$ cat config.mk
export PLATFORM = sky130hd
export DESIGN_NAME = seg7_scan_driver
export DESIGN_NICKNAME = d
export VERILOG_FILES = /design/src/rtl/seg7_scan_driver.sv
export SDC_FILE = /design/constraint.sdc
export NUM_CORES = 1
export LEC_CHECK = 0
export ABC_AREA = 1
export CAP_MARGIN = 20
export CORE_ASPECT_RATIO = 1.4
export CORE_MARGIN = 1
export CORE_UTILIZATION = 50
export CTS_CLUSTER_DIAMETER = 100
export DETAILED_ROUTE_END_ITERATION = 10
export PLACE_DENSITY = 0.81
export SYNTH_ARGS = -nofsm -noshare
export SYNTH_HDL_FRONTEND = slang
export SYNTH_SLANG_ARGS = --single-unit
$ cat constraint.sdc
create_clock -name clk_sys -period 1.59 [get_ports clk_sys]
set_input_delay 0.318 -clock clk_sys [delete_from_list [all_inputs] [get_ports clk_sys]]
set_output_delay 0.318 -clock clk_sys [all_outputs]
set_load 0.05 [all_outputs]
$ cat src/rtl/seg7_scan_driver.sv
// Time-multiplexed common-anode seven-segment driver with PWM brightness,
// a per-slot anti-ghosting guard and tear-free, frame-aligned data updates.
module seg7_scan_driver #(
    parameter int NUM_DIGITS  = 4,
    parameter int REFRESH_DIV = 100000,
    parameter int GUARD       = 16,
    parameter int BRIGHT_W    = 4
) (
    input  logic                    clk_sys,
    input  logic                    rst_n,
    input  logic [4*NUM_DIGITS-1:0] digits_in,
    input  logic [NUM_DIGITS-1:0]   dots_in,
    input  logic [NUM_DIGITS-1:0]   blank_in,
    input  logic                    load_in,
    input  logic [BRIGHT_W-1:0]     brightness_in,
    input  logic                    enable_in,
    output logic [NUM_DIGITS-1:0]   SEG_SELECT_OUT,
    output logic [7:0]              HEX_OUT,
    output logic                    frame_tick_out
);

    localparam int SW = (REFRESH_DIV > 1) ? $clog2(REFRESH_DIV) : 1;
    localparam int DW = (NUM_DIGITS > 1) ? $clog2(NUM_DIGITS) : 1;
    localparam logic [SW-1:0] S_LAST  = SW'(REFRESH_DIV - 1);
    localparam logic [SW-1:0] GUARD_S = SW'(GUARD);
    localparam logic [DW-1:0] D_LAST  = DW'(NUM_DIGITS - 1);

    function automatic logic [6:0] seg7(input logic [3:0] v);
        case (v)
            4'h0: seg7 = 7'h40;  4'h1: seg7 = 7'h79;
            4'h2: seg7 = 7'h24;  4'h3: seg7 = 7'h30;
            4'h4: seg7 = 7'h19;  4'h5: seg7 = 7'h12;
            4'h6: seg7 = 7'h02;  4'h7: seg7 = 7'h78;
            4'h8: seg7 = 7'h00;  4'h9: seg7 = 7'h10;
            4'hA: seg7 = 7'h08;  4'hB: seg7 = 7'h03;
            4'hC: seg7 = 7'h46;  4'hD: seg7 = 7'h21;
            4'hE: seg7 = 7'h06;  default: seg7 = 7'h0E;
        endcase
    endfunction

    logic [SW-1:0] s_q, s_d;
    logic [DW-1:0] d_q, d_d;
    logic [NUM_DIGITS-1:0][3:0] live_dig_q, live_dig_d, pend_dig_q, pend_dig_d;
    logic [NUM_DIGITS-1:0] live_dot_q, live_dot_d, pend_dot_q, pend_dot_d;
    logic [NUM_DIGITS-1:0] live_blank_q, live_blank_d, pend_blank_q, pend_blank_d;
    logic pend_vld_q, pend_vld_d;
    logic [NUM_DIGITS-1:0] seg_q, seg_d;
    logic [7:0] hex_q, hex_d;
    logic tick_q, tick_d;
    logic s_last, frame_end, anode_on, pwm_on;

    always_comb begin
        s_d          = s_q;
        d_d          = d_q;
        live_dig_d   = live_dig_q;
        live_dot_d   = live_dot_q;
        live_blank_d = live_blank_q;
        pend_dig_d   = pend_dig_q;
        pend_dot_d   = pend_dot_q;
        pend_blank_d = pend_blank_q;
        pend_vld_d   = pend_vld_q;
        seg_d        = '1;
        hex_d        = 8'hFF;

        s_last    = (s_q == S_LAST);
        frame_end = s_last && (d_q == D_LAST);
        tick_d    = frame_end;

        s_d = s_last ? '0 : s_q + 1'b1;
        if (s_last) d_d = (d_q == D_LAST) ? '0 : d_q + 1'b1;

        // Commit sees the pre-edge pending copy; a same-cycle load refills it afterwards.
        if (frame_end && pend_vld_q) begin
            live_dig_d   = pend_dig_q;
            live_dot_d   = pend_dot_q;
            live_blank_d = pend_blank_q;
            pend_vld_d   = 1'b0;
        end
        if (load_in) begin
            pend_dig_d   = digits_in;
            pend_dot_d   = dots_in;
            pend_blank_d = blank_in;
            pend_vld_d   = 1'b1;
        end

        pwm_on   = (brightness_in == '1) || (s_q[BRIGHT_W-1:0] < brightness_in);
        anode_on = enable_in && !live_blank_q[d_q] && (s_q >= GUARD_S) && pwm_on;
        if (anode_on) begin
            seg_d[d_q] = 1'b0;
            hex_d      = {~live_dot_q[d_q], seg7(live_dig_q[d_q])};
        end
    end

    always_ff @(posedge clk_sys) begin
        if (!rst_n) begin
            s_q          <= '0;
            d_q          <= '0;
            live_dig_q   <= '0;
            live_dot_q   <= '0;
            live_blank_q <= '1;
            pend_dig_q   <= '0;
            pend_dot_q   <= '0;
            pend_blank_q <= '1;
            pend_vld_q   <= 1'b0;
            seg_q        <= '1;
            hex_q        <= 8'hFF;
            tick_q       <= 1'b0;
        end else begin
            s_q          <= s_d;
            d_q          <= d_d;
            live_dig_q   <= live_dig_d;
            live_dot_q   <= live_dot_d;
            live_blank_q <= live_blank_d;
            pend_dig_q   <= pend_dig_d;
            pend_dot_q   <= pend_dot_d;
            pend_blank_q <= pend_blank_d;
            pend_vld_q   <= pend_vld_d;
            seg_q        <= seg_d;
            hex_q        <= hex_d;
            tick_q       <= tick_d;
        end
    end

    assign SEG_SELECT_OUT = seg_q;
    assign HEX_OUT        = hex_q;
    assign frame_tick_out = tick_q;

endmodule

; ---- After elaboration in Yosys (flattened, before gate mapping)
; Memory sizes are Yosys's and may differ from the RTL's. A register that Yosys moved wholly into a read port is not among the register bits.
; Index checks and enable logic that the tools add are counted.
[totals]
regBits = 81
mem_bits_ro = 112
output_inout_bits = 13
elab_cells = 54
n_memories = 1
[memory_table]
columns = name, words, word_bits, read_ports, rd_ports_with_merged_regs, write_ports, line
row1 = (name not given), 16, 7, 1, 1, 0, 29  ; case (v)
[op_classes]
n_addsub = 2
n_lt_le_gt_ge = 4
n_eq_ne = 3
muxes = 11
bitwise = 3
reduce_logical = 12
[op_table]
columns = op, count
row1 = "adder 17 x 1 -> 17 bit, second input constant", 1
row2 = "== test 17 bit, second input constant", 1
row3 = ">= comparator 17 x 5 -> 1 bit, second input constant", 1
row4 = binary-select mux 4 bit (select 2 bit), 1
row5 = logical AND 1 bit, 6
row6 = two-way mux 1 bit, 5
row7 = binary-select mux 1 bit (select 2 bit), 2
row8 = "== test 4 bit, second input constant", 1
row9 = less-than comparator 4 bit, 1
row10 = two-way mux 4 bit, 1
row11 = NOT 4 bit, 1
row12 = "less-than comparator 2 x 3 -> 1 bit, second input constant", 1
row13 = "adder 2 x 1 -> 2 bit, second input constant", 1
row14 = demux 1 bit (select 2 bit), 1
row15 = "== test 2 bit, second input constant", 1
row16 = ">= comparator 2 x 1 -> 1 bit, second input constant", 1
row17 = zero test 1 bit, 2
row18 = two-way mux 2 bit, 1
row19 = NOT 1 bit, 2
row20 = AND reduction 2 bit, 1
row21 = nonzero test 2 bit, 1
row22 = OR reduction 2 bit, 1
row23 = logical OR 1 bit, 1

; ---- Longest topological paths before layout
[logic_depth]
depth_word = 8
ltp_mapped = 14
mapped_depth_nobuf = 12

; ---- Worst setup path before layout
; No wires, ideal clock.
[synth_path]
path_type = register to register
startpoint = reg d_q[0]
endpoint = reg hex_q[0], in the netlist HEX_OUT[0]
t_arrival_ns = 1.626
required_ns = 1.474
path_slack_ns = -0.152
path_stages_with_launch = 11
path_buffers = 2
period_less_slack_ns = 1.742
path_cell_list = dfxtp_1 > buf_2 > buf_2 > a21oi_1 > o21ai_0 > nand2_1 > ha_1 > o21ai_0 > nor2_1 > nor2_1 > nand2_1
[synth_via]
elab_chain_cells = 8
word_cells_on_any_way = 10
classes_between = mux (4) / reduce/logical (6)
[synth_rtl]
columns = element, line
row1 = from (decl), 42  ; logic [DW-1:0] d_q, d_d;
row2 = from (signal assigned), 97  ; d_q <= '0;
row3 = from (signal assigned), 110  ; d_q <= d_d;
row4 = binary-select mux 1 bit (select 2 bit), 87  ; anode_on = enable_in && !live_blank_q[d_q] && (s_q >= GUARD_S) && pwm_on;
row5 = two-way mux 1 bit (implied by the code), 87
row6 = zero test 1 bit, 87
row7 = logical AND 1 bit (3 in a row), 87
row8 = AND reduction 2 bit (no line), n/a
row9 = zero test 1 bit (no line), n/a
row10 = to (decl), 48  ; logic [7:0] hex_q, hex_d;
; Several ways; a longest one is shown, not always the timed one. The select of a mux whose other input is x is not followed.
; A chain may end at the register's enable or synchronous reset.

; ---- Final worst setup path
[layout_path]
startpoint = reg s_q[1]
endpoint = reg live_dot_q[2]
[layout_via]
elab_chain_cells = 3
[layout_rtl]
columns = element, line
row1 = from (decl), 41  ; logic [SW-1:0] s_q, s_d;
row2 = from (signal assigned), 96  ; s_q <= '0;
row3 = from (signal assigned), 109  ; s_q <= s_d;
row4 = == test 17 bit, 65  ; s_last = (s_q == S_LAST);
row5 = logical AND 1 bit, 66  ; frame_end = s_last && (d_q == D_LAST);
row6 = logical AND 1 bit, 73  ; if (frame_end && pend_vld_q) begin
row7 = to (signal assigned), 112  ; live_dot_q <= live_dot_d;
row8 = to (decl), 44  ; logic [NUM_DIGITS-1:0] live_dot_q, live_dot_d, pend_dot_q, pend_dot_d;
; No other way between the ends.

==> impl_metrics.toml <==
[cts]
cts_tree = "yes"
ctsRootBufferMaster = "clkbuf_8"
numCtsBuffers = 9
cts_buffer_depth = 2
cts_max_level = 3
clock_sinks = 81
clk_latency_ns = 0.36
postCtsHoldBufs = 0
clkTransAtPathRegs_ns = 0.09

[global_route]
grt_use_total_pct = 21.68
first_global_vias = 3239
grt-ovfl-total = 0
antenna_found_initial = 0
grt_pass1_wl_um = 13300
grt_max_degree = 27

[yosys]
ys_types = 28
synth-edff-count = 0
syn_inst = 531
yosysWarnings = 0
synthTopCellsByCount = "nand2_1 (127), nor2_1 (108), dfxtp_1 (81)"
synth_top_area_cell = "dfxtp_1"
syn_nets = 578
netlist_area_um2 = 3714
async_reset_ff_share_pct = 0
ys_top_cells_by_area = "dfxtp_1 (44%), nand2_1 (13%), nor2_1 (11%), inv_1 (5.3%), o21ai_0 (5.1%)"
synth-main-ff-cell = "dfxtp_1"
yosysMostFrequentCell = "nand2_1"
syn_area_per_cell_um2 = 6.994
netlist.area_leader.share_pct = 43.67
synth_seq_area_share_pct = 43.67
yosys_register_bits = 81

[worst_setup_path]
slowest_delay_ns = 0.38
crit_top_cell = "nand2_1"
crit_fanout = 6
crit_slowest_cell = "dfxtp_4"
cp_data_required_time_ns = 1.87
r2r_cells = 10
worstReg2RegStart = "s_q[1]$_SDFF_PP0_"
r2r_end = "live_dot_q[2]$_SDFFE_PN0P_"
cp.arrival_ns = 1.89
setup.worst_path.start_class = "flip-flop"
crit_chain = "ha_4 > nand3_2 > inv_2 > nand2_2 > nor2_4 > nand4_4 > buf_12 > nand2_1 > nand2_1 > nor2_1"
crit_path_end_kind = "flip-flop"
path_class = "flip-flop to flip-flop"
reg2reg_slack_ns = -0.01

[timing]
layout_min_cycle_time_ns = 1.605
drv_slew = 0
tns_ns = -0.02446
rsz0062_at_grt = "yes"
worst_slack_ns = -0.01499
hold_violations = 0
slew_headroom_pct = 73.79
post-route-period-util_pct = 100.9
report.final.setup_viol = 2
skew_ns = 0.007838
fmax_ghz = 0.6231
worstMarginPinSlew_ns = 0.3926

[power_and_ir_drop]
p_leak_nw = 2.284
p_int_mw = 2.966
sw_frac_of_total_pct = 24.37
pwr-share-clk_pct = 40.1
switchingPower_uw = 955.6
p_comb_share_pct = 6.1
ir_drop_v = 0.0007019
power_frac_seq_pct = 53.8
p_per_area_nw_per_um2 = 796.8

[floorplanning]
rows = 36
core_area_um2 = 7072
initial_core_util_pct = 52.51
dieHeight_um = 104.0
die-area_um2 = 7781
io_pins = 45
die_x_um = 74.84

[final_layout]
fin_nets = 655
final_cells = 708
fin_util_pct = 69.60
finalInstanceArea_um2 = 4922
drive_gt1_share_pct = 20.55
num-fill-cells = 550
n_antenna_cell = 0
syn2layout_area_growth_pct = 32.55

[drt]
drtPass1Iterations = 5
drt_iter0_drc = 203
drt_wl_total_um = 8890
ant_nets = 0
via_count = 3523
wl_per_cell_um = 12.56
drc = 0
viasPerCell = 4.976

[place]
dp_hpwl_um = 5364
dpl_cell_area_um2 = 4385
placedCellCount = 680
pre_cts_slack_ns = -0.3370
portBuffers = 44
gp_congestion = 0.8924

[hold_path]
whs_path_depth = 2
hold_end = "pend_blank_q[3]$_SDFFE_PN1P_"
holdCritStartpoint = "pend_blank_q[3]$_SDFFE_PN1P_"
min_path_type = "flip-flop to flip-flop"

[run_status]
violations = "negative setup slack"
status = "finished with violations"

[flow_run]
maxCapViolations = 0
[state kept, by name, summed over array words and instances (netlist names)]
| name | flops |
|---|---|
| HEX_OUT | 8 |
| d_q | 2 |
| pend_dig_q | 16 |
| pend_dot_q | 4 |
| pend_blank_q | 4 |
| live_dig_q | 16 |
| frame_tick_out | 1 |
| live_dot_q | 4 |
| SEG_SELECT_OUT | 4 |
| s_q | 17 |
| pend_vld_q | 1 |
| live_blank_q | 4 |
[routing by layer]
| layer | global-route usage, % | vias up | wire length, µm |
|---|---|---|---|
| met5 | 0 | - | 0 |
| met4 | 10.92 | 0 | 262 |
| met3 | 4.457 | 28 | 336 |
| met2 | 36.94 | 96 | 4762 |
| met1 | 24.74 | 1586 | 3528 |
| li1 | - | 1813 | - |
[power by group through the flow]
stage / clock, mW / sequential [mW] / combinational [mW]
floorplan: 0 / 2.15 / 0.116
global placement: 0 / 2.15 / 0.224
detailed placement: 0 / 2.15 / 0.229
CTS: 1.60 / 2.10 / 0.231
global route: 1.70 / 2.12 / 0.273
finish: 1.57 / 2.11 / 0.237
[cells in the final DEF (no fill, tap or decap), types with 2 or more instances in the layout]
cell type        count
ha_2                 3
dlymetal6s2s_1       2
nand3_1             30
inv_6                3
dfxtp_1             76
nand3_2              6
nor2_1             100
inv_1               47
nor2_2               9
a21oi_1             19
dfxtp_2              3
buf_4               38
buf_6                7
ha_1                10
clkbuf_16            4
o21ai_2              4
buf_12               4
inv_2                9
o21ai_0             32
o211ai_1             2
nand4_1              3
o21ai_1              2
xnor2_1              2
ha_4                 2
clkbuf_8             9
nand2_1            121
nand2_2              9
nor2_4               2
clkdlybuf4s50_1     29
dfxtp_4              2
clkinv_4             2
or2_2                5
nor3_1               8
[logic make-up after synthesis]
logic type	share of synthesized area (%)
adder cells (fa/ha/maj)	5.054
flip-flops	43.67
AO/OA/AOI/OAI	8.625
buffers and inverters	9.097
AND/OR/NAND/NOR	33.09
XOR/XNOR	0.4718
[metrics by stage]
stage,hold slack [ns],power (mW)
final,0.4732,3.922
after CTS,0.4667,3.937
after detailed placement,0.4450,2.382
after global placement,0.4437,2.375
after floorplan,0.4295,2.264
after global routing,0.4935,4.090
[timing repair]
| item | CTS | global route |
|---|---|---|
| gates cloned | 0 | 6 |
| buffers inserted | 0 | 6 |
| pin swaps | 0 | 15 |
| setup endpoints to repair | 6 | 52 |
| resized for setup | 3 | 58 |
[critical path, delay by kind of cell, from the launching register on]
family,cells,cell delay (ns)
simple gates,7,0.70
fa+ha+maj,1,0.14
flops,1,0.38
buf+inv,2,0.31
[area by class of cell]
class	count	area (µm²)	area share [%]
Multi-Input combinational cell	375	1888	38.36
Timing Repair Buffer	84	859.6	17.46
Sequential cell	81	1633	33.17
Clock buffer	9	123.9	2.517
Clock inverter	7	85.08	1.729
Inverter	57	214.0	4.347
Tap cell	95	118.9	2.415
[worst max-delay path by stage]
stage,from,to,slack (ns),cells past startpoint
after global placement,brightness_in[1],HEX_OUT[5]$_SDFF_PN1_,-0.28,9
after detailed placement,brightness_in[1],HEX_OUT[1]$_SDFF_PN1_,-0.34,9
after floorplan,d_q[0]$_SDFFE_PN0N_,HEX_OUT[3]$_SDFF_PN1_,0.01,10
final,s_q[1]$_SDFF_PP0_,live_dot_q[2]$_SDFFE_PN0P_,-0.01,10
after global routing,s_q[1]$_SDFF_PP0_,live_blank_q[0]$_SDFFE_PN1P_,-0.09,9
after CTS,s_q[0]$_SDFF_PP0_,live_dot_q[2]$_SDFFE_PN0P_,0.008,9
Power figures use the tool's default switching activity.
